<file path="config.mk">
export PLATFORM = sky130hd
export DESIGN_NAME = melody_sequencer
export DESIGN_NICKNAME = d
export VERILOG_FILES = /design/src/rtl/melody_sequencer.sv
export SDC_FILE = /design/constraint.sdc
export NUM_CORES = 1
export LEC_CHECK = 0
export CAP_MARGIN = 30
export CORE_UTILIZATION = 40
export CTS_CLUSTER_DIAMETER = 40
export CTS_CLUSTER_SIZE = 10
export DETAILED_ROUTE_END_ITERATION = 10
export HOLD_SLACK_MARGIN = 0.1
export PLACE_DENSITY = 0.59
export REMOVE_ABC_BUFFERS = 1
export SLEW_MARGIN = 20
export SYNTH_ARGS = -nofsm -noshare
export SYNTH_HDL_FRONTEND = slang
export SYNTH_SLANG_ARGS = --single-unit
</file>
<file path="constraint.sdc">
create_clock -name clk -period 5 [get_ports clk]
set_input_delay 1 -clock clk [delete_from_list [all_inputs] [get_ports clk]]
set_output_delay 1 -clock clk [all_outputs]
set_load 0.01 [all_outputs]
</file>
<file path="src/rtl/melody_sequencer.sv">
// rtl/melody_sequencer.sv - eight-entry melody player with tempo select, articulation gaps and looping
// Drives note frequency and mute to the downstream audio divider; start/stop pulses come from the game FSM.
module melody_sequencer #(
  parameter int BEAT_CYCLES = 25000000,
  parameter int GAP_CYCLES  = 2000000
) (
  input  logic        clk,
  input  logic        rst_n,
  input  logic        start,
  input  logic        stop,
  input  logic        loop_en,
  input  logic [1:0]  tempo_sel,
  output logic [10:0] out_frequency,
  output logic        mute,
  output logic        playing,
  output logic [2:0]  note_idx,
  output logic        song_done
);

  // Counter is wide enough for the longest (four-beat) note at the slowest tempo, or the gap.
  localparam int               MAX_LEN   = (4 * BEAT_CYCLES > GAP_CYCLES) ? 4 * BEAT_CYCLES : GAP_CYCLES;
  localparam int               CNT_W     = $clog2(MAX_LEN + 1);
  localparam logic [CNT_W-1:0] BEAT_FULL = CNT_W'(BEAT_CYCLES);
  localparam logic [CNT_W-1:0] GAP_LAST  = CNT_W'(GAP_CYCLES - 1);
  localparam logic [CNT_W-1:0] CNT_ONE   = CNT_W'(1);
  localparam logic [2:0]       REST_IDX  = 3'd4;
  localparam logic [2:0]       LAST_IDX  = 3'd7;

  typedef enum logic [1:0] {IDLE, PLAY, GAP} state_t;

  state_t           state_q;
  logic [CNT_W-1:0] cnt_q;
  logic [1:0]       tempo_q;
  logic [10:0]      freq_q;
  logic             mute_q;
  logic             playing_q;
  logic [2:0]       idx_q;
  logic             done_q;

  logic [CNT_W-1:0] beat_len;
  logic [CNT_W-1:0] note_len;
  logic [2:0]       next_idx;

  function automatic logic [10:0] table_freq(input logic [2:0] idx);
    case (idx)
      3'd0:    return 11'd262;
      3'd1:    return 11'd294;
      3'd2:    return 11'd330;
      3'd3:    return 11'd349;
      3'd5:    return 11'd392;
      3'd6:    return 11'd440;
      3'd7:    return 11'd523;
      default: return 11'd1;
    endcase
  endfunction

  // Note lengths are 1, 2 or 4 beats, so the beat product is a left shift.
  function automatic logic [1:0] table_beat_sh(input logic [2:0] idx);
    case (idx)
      3'd5, 3'd6: return 2'd1;
      3'd7:       return 2'd2;
      default:    return 2'd0;
    endcase
  endfunction

  assign beat_len = BEAT_FULL >> tempo_q;
  assign note_len = beat_len << table_beat_sh(idx_q);
  assign next_idx = idx_q + 3'd1;

  always_ff @(posedge clk or negedge rst_n) begin
    if (!rst_n) begin
      state_q   <= IDLE;
      cnt_q     <= '0;
      tempo_q   <= 2'd0;
      freq_q    <= 11'd1;
      mute_q    <= 1'b1;
      playing_q <= 1'b0;
      idx_q     <= 3'd0;
      done_q    <= 1'b0;
    end else begin
      done_q <= 1'b0;
      if (stop) begin
        state_q   <= IDLE;
        cnt_q     <= '0;
        mute_q    <= 1'b1;
        playing_q <= 1'b0;
        idx_q     <= 3'd0;
      end else begin
        case (state_q)
          IDLE: begin
            if (start) begin
              state_q   <= PLAY;
              tempo_q   <= tempo_sel;
              cnt_q     <= '0;
              idx_q     <= 3'd0;
              playing_q <= 1'b1;
              freq_q    <= table_freq(3'd0);
              mute_q    <= 1'b0;
            end
          end
          PLAY: begin
            if (cnt_q == note_len - CNT_ONE) begin
              state_q <= GAP;
              cnt_q   <= '0;
              mute_q  <= 1'b1;
            end else begin
              cnt_q <= cnt_q + CNT_ONE;
            end
          end
          GAP: begin
            if (cnt_q == GAP_LAST) begin
              cnt_q <= '0;
              // next_idx wraps 7 -> 0, which is exactly the loop restart entry.
              if (idx_q != LAST_IDX || loop_en) begin
                state_q <= PLAY;
                idx_q   <= next_idx;
                if (next_idx != REST_IDX) begin
                  freq_q <= table_freq(next_idx);
                  mute_q <= 1'b0;
                end
              end else begin
                state_q   <= IDLE;
                idx_q     <= 3'd0;
                playing_q <= 1'b0;
                done_q    <= 1'b1;
              end
            end else begin
              cnt_q <= cnt_q + CNT_ONE;
            end
          end
          default: state_q <= IDLE;
        endcase
      end
    end
  end

  assign out_frequency = freq_q;
  assign mute          = mute_q;
  assign playing       = playing_q;
  assign note_idx      = idx_q;
  assign song_done     = done_q;

endmodule

</file>
== Word-level counts from Yosys, hierarchy flattened ==
Cells that the tools add are included.

* Register bits after elaboration: 48
* Output and inout bits: 17
* Logic and storage cells: 92

* Muxes and demuxes: 39
* Add/sub/neg operators: 3
* Equality and inequality tests: 25
* Bitwise gates (word level): 1
* Shifts and indexed selects: 2
* Reductions and logical operators: 14

{| class="wikitable"
|+ Operators with widths
! kind !! number
|-
| 2-to-1 mux 27 bit || 4
|-
| one-hot mux 27 bit (3 select lines) || 1
|-
| one-hot mux 10 bit (7 select lines) || 1
|-
| 2-to-1 mux 11 bit || 4
|-
| adder 27 x 1 -> 27 bit, second input constant || 1
|-
| equality test 27 x 21 -> 1 bit, second input constant || 1
|-
| equality test 27 bit || 1
|-
| left shift 27 x 2 -> 27 bit || 1
|-
| right shift 25 x 2 -> 27 bit, first input constant || 1
|-
| subtractor 27 x 1 -> 27 bit, second input constant || 1
|-
| != test 3 bit, second input constant || 8
|-
| one-hot mux 11 bit (2 select lines) || 1
|-
| equality test 3 bit, second input constant || 6
|-
| 2-to-1 mux 1 bit || 15
|-
| 2-to-1 mux 3 bit || 4
|-
| AND reduction 6 bit || 2
|-
| AND reduction 3 bit || 3
|-
| 2-to-1 mux 2 bit || 4
|-
| != test 2 bit, second input constant || 4
|-
| equality test 3 x 2 -> 1 bit, second input constant || 2
|-
| one-hot mux 2 bit (3 select lines) || 1
|-
| one-hot mux 3 bit (2 select lines) || 1
|-
| one-hot mux 2 bit (2 select lines) || 1
|-
| AND reduction 4 bit || 1
|-
| other kinds (15) || 15
|}

== Longest topological paths before layout ==
* Word-level depth: 9
* Mapped depth: 17

== Worst setup path before layout ==
OpenSTA, ideal clock, no wires.

* Path kind: reg-to-reg
* From: register idx_q[1], in the netlist note_idx[1]
* To: register state_q[0]
* Path buffers: 2
* Setup slack: 0.850 ns
* Required time: 4.875 ns
* Clock period less this slack: 4.150 ns
* Setup time: 0.125 ns
* Stages on the path, launching flop included: 17
* Data arrival time: 4.026 ns
* Cells stage by stage: dfrtp_1 -> inv_1 -> ha_1 -> o21a_2 -> buf_6 -> xnor2_1 -> or2_2 -> ha_1 -> buf_2 -> xor2_2 -> o41ai_2 -> a211oi_1 -> or4_1 -> nor4_2 -> nand3_1 -> a21oi_1 -> mux2_2

* Cells in the longest elaborated chain, start to end: 8

{| class="wikitable"
|+ RTL lines
! element !! line !! text
|-
| start: declaration || 37 || <nowiki>logic [2:0] idx_q;</nowiki>
|-
| start signal: assignment || 116 || <nowiki>idx_q <= next_idx;</nowiki>
|-
| equality test 3 bit || 59 || <nowiki>case (idx)</nowiki>
|-
| OR reduction 2 bit || 59 ||
|-
| one-hot mux 2 bit (2 select lines) || 59 ||
|-
| left shift 27 x 2 -> 27 bit || 67 || <nowiki>assign note_len = beat_len << table_beat_sh(idx_q);</nowiki>
|-
| subtractor 27 x 1 -> 27 bit || 102 || <nowiki>if (cnt_q == note_len - CNT_ONE) begin</nowiki>
|-
| equality test 27 bit || 102 ||
|-
| != test 3 bit (no line) || -- ||
|-
| AND reduction 3 bit (no line) || -- ||
|-
| end signal: assignment || 103 || <nowiki>state_q <= GAP;</nowiki>
|-
| end signal: assignment || 115 || <nowiki>state_q <= PLAY;</nowiki>
|-
| end signal: assignment || 122 || <nowiki>state_q <= IDLE;</nowiki>
|-
| end: declaration || 31 || <nowiki>state_t state_q;</nowiki>
|}

Several ways; a longest one is shown, not always the timed one. The select of a mux whose other input is x is not followed.
A chain may end at the register's enable or synchronous reset.

== Final worst setup path ==
* From: register idx_q[1], in the netlist note_idx[1]
* To: register cnt_q[5]

* Cells in the longest elaborated chain, start to end: 9

{| class="wikitable"
|+ RTL lines
! element !! line !! text
|-
| equality test 3 bit || 59 ||
|-
| OR reduction 2 bit || 59 ||
|-
| one-hot mux 2 bit (2 select lines) * || 59 ||
|-
| left shift 27 x 2 -> 27 bit * || 67 ||
|-
| subtractor 27 x 1 -> 27 bit * || 102 ||
|-
| equality test 27 bit * || 102 ||
|-
| 2-to-1 mux 27 bit * || 102 ||
|-
| one-hot mux 27 bit (3 select lines) * || 89 || <nowiki>case (state_q)</nowiki>
|-
| 2-to-1 mux 27 bit * || 82 || <nowiki>if (stop) begin</nowiki>
|-
| end signal: assignment || 107 || <nowiki>cnt_q <= cnt_q + CNT_ONE;</nowiki>
|-
| end signal: assignment || 128 || <nowiki>cnt_q <= cnt_q + CNT_ONE;</nowiki>
|-
| end: declaration || 32 || <nowiki>logic [CNT_W-1:0] cnt_q;</nowiki>
|}

Mark *: on every way between the ends. The rest lies on a longest branch, timed or not.

==> results_dict.tcl <==
set metrics [dict create \
    setup_viol_count_final 0 \
    cp.required_ns 5.16 \
    slowest_delay_ns 0.53 \
    fill_cells 917 \
    max-vdd-ir-drop_mv 0.150 \
    core_area_um2 9200 \
    synth-async-reset-ratio 1.00 \
    critPathCaptureType "flop" \
    finalPower_w 0.00138 \
    cpMaxStageDelayCell "or4_1" \
    start_util 0.410 \
    place_hpwl_um 7010 \
    path_clk_slew_ns 0.10 \
    finalHoldViolations 0 \
    slew_headroom 0.454 \
    grt_setup_unrepaired "no" \
    worstSetupPathType "flop to flop" \
    ys_ff_latch 47 \
    synthToLayoutAreaGrowth_pct 9.56 \
    start_kind "flop" \
    num_rows 35 \
    layout_min_cycle_time_ns 4.65 \
    whs_ns 0.484 \
    postCtsHoldBufs 0 \
    num_vias 3414 \
    power.density_nw_per_um2 333 \
    clk_path_buf_depth 2 \
    grt_max_degree 48 \
    avgSynthCellArea_um2 8.30 \
    worst_pin_slew_ns 0.811 \
    placed_area_um2 4030 \
    synth_area_leaders "dfrtp_1 30%, ha_1 5.0%, nand2_1 5.0%, o21ai_0 4.2%, o41ai_2 3.5%" \
    die_width_um 99.1 \
    cts_root_buf "clkbuf_8" \
    syn_area_um2 3770 \
    path_cells "inv_1 -> ha_1 -> o21a_2 -> xnor2_1 -> or2_2 -> ha_1 -> xor2_2 -> o41ai_2 -> a211oi_1 -> or4_1 -> nor4_2 -> a21oi_2 -> buf_4 -> a21oi_1 -> buf_4 -> o32ai_1" \
    numCtsBuffers 5 \
    num_io_pins 24 \
    cts_tree "done" \
    p_leak_nw 1.60 \
    cp_num_buf_inv 3 \
    synth_enable_flop_cells 0 \
    clock_skew_ns 0.0105 \
    drive_above_1_share 0.103 \
    n_antenna_cell 0 \
    post_cts_buffers 0 \
    cts-resized-gates 0 \
    synth_top_flop_cell "dfrtp_1" \
    first_iter_violations 281 \
    cp.arrival_ns 4.82 \
    wl_per_cell_um 17.3 \
    fin_nets 477 \
    yosysSeqAreaShare 0.313 \
    synth_cell_types 69 \
    yosysTopAreaCellShare 0.299 \
    synthCells 454 \
    grt_usage 0.208 \
    grt_pass1_vias 3138 \
    synth_top_area_cell "dfrtp_1" \
    place.gp.congestion 0.847 \
    cts.sinks 47 \
    status "finished clean" \
    insertion_delay_ns 0.31 \
    routed_wl_um 9820 \
    drv_slew 0 \
    setup_tns_ns 0 \
    fp.dieArea_um2 9810 \
    h-tree-depth 2 \
    routed_via_density 6.02 \
    final_cell_area_um2 4130 \
    fmax_ghz 0.215 \
    path_delay_family "compound AO/OA/AOI/OAI gates" \
    worst-path-max-fanout 12 \
    period_share 0.931 \
    yosysWarnings 0 \
    die_y_um 99.1 \
    ant_nets 0 \
    antenna_found_initial 0 \
    hp-class "flop to flop" \
    grt_remaining_overflow 0 \
    firstDrtPassIters 7 \
    io_buffers 22 \
    drv_cap 0 \
    drcViolationCount 0 \
    grt_pass1_wl_um 16200 \
]
-- area by class of cell --
type                    count  area, µm²  area share
clock buffers               6       82.6      0.0200
clock inverters             2       16.3     0.00394
multi-input cells         354       2360       0.572
well taps                 111        139      0.0336
inverters                  15       56.3      0.0136
repair buffers             32        293      0.0709
flip-flops and latches     47       1180       0.285
-- logic make-up after synthesis --
group	after synthesis	share of synthesized area
AND/OR/NAND/NOR	182	0.261
AO/OA/AOI/OAI	132	0.249
buffers and inverters	53	0.0621
flip-flops	47	0.313
adder cells (fa/ha/maj)	17	0.0551
multiplexers	14	0.0385
XOR/XNOR	8	0.0206
other	1	0.000995
-- stage by stage --
step           cells  setup slack (ns)  utilization
6_report         567             0.346        0.449
5_1_grt          567            0.0236        0.449
4_1_cts          567             0.360        0.449
3_5_place_dp     559             0.401        0.438
3_3_place_gp     559             0.496        0.438
2_1_floorplan    416             0.243            -
-- flip-flops by register name, summed over array words and instances (netlist names) --
| register | flops |
|---|---|
| cnt_q | 27 |
| mute | 1 |
| note_idx | 3 |
| out_frequency | 10 |
| playing | 1 |
| song_done | 1 |
| state_q | 2 |
| tempo_q | 2 |
-- cells in the final DEF, fill, tap and decap left out, types with 11 or more instances in the layout --
| master | instances |
|---|---|
| o21ai_0 | 32 |
| nor3_1 | 11 |
| buf_4 | 11 |
| nor2_1 | 27 |
| ha_1 | 15 |
| nand2b_1 | 16 |
| nor2b_1 | 11 |
| nand3_1 | 13 |
| a21oi_1 | 18 |
| nand2_1 | 50 |
| inv_1 | 15 |
| dfrtp_1 | 45 |
| o31ai_1 | 13 |
| clkdlybuf4s50_1 | 21 |
-- worst register-to-register path: stages (launching register included) --
cell	delay, ns
dfrtp_1	0.49
inv_1	0.10
ha_1	0.28
o21a_2	0.35
xnor2_1	0.22
or2_2	0.30
ha_1	0.29
xor2_2	0.24
o41ai_2	0.32
a211oi_1	0.07
or4_1	0.53
nor4_2	0.36
a21oi_2	0.19
buf_4	0.24
a21oi_1	0.20
buf_4	0.22
o32ai_1	0.11
-- routing by layer --
metal	global-route usage	part of all wire	vias up
met5	0	0	-
met2	0.305	0.43	123
met1	0.310	0.48	1605
met3	0.0340	0.062	17
li1	-	-	1669
met4	0.0701	0.019	0
-- report_power, final --
part / internal [W] / switching [W] / total (W)
sequential: 0.000424 / 0.0000281 / 0.000452
combinational: 0.000253 / 0.000410 / 0.000664
clock: 0.000113 / 0.000147 / 0.000260
-- cell usage after synthesis (all sizes together) (6+ instances only) --
cell type and n:
o31ai 13, nand2b 16, o21ai 38, o211ai 6, a21oi 19, nor4 9
nor2b 12, inv 15, nor3 13, buf 13, nand4 9, mux2i 10
o22ai 8, dfrtp 45, and3 10, nor2 28, and3b 6, o41ai 10
clkbuf 25, nand2 50, nand3 13, ha 15
-- final timing paths --
path	slack, ns	cells after the start	endpoint	startpoint
min in group asynchronous	0.70	1	out_frequency[1]	rst_n
worst min register to register	0.48	2	out_frequency[6]	out_frequency[6]
worst min-delay path	0.48	2	out_frequency[6]	out_frequency[6]
max in group asynchronous	3.87	1	cnt_q[4]	rst_n
worst max-delay path	0.35	16	cnt_q[5]	note_idx[1]
worst max register to register	0.35	16	cnt_q[5]	note_idx[1]
(Power assumes the default switching activity.)
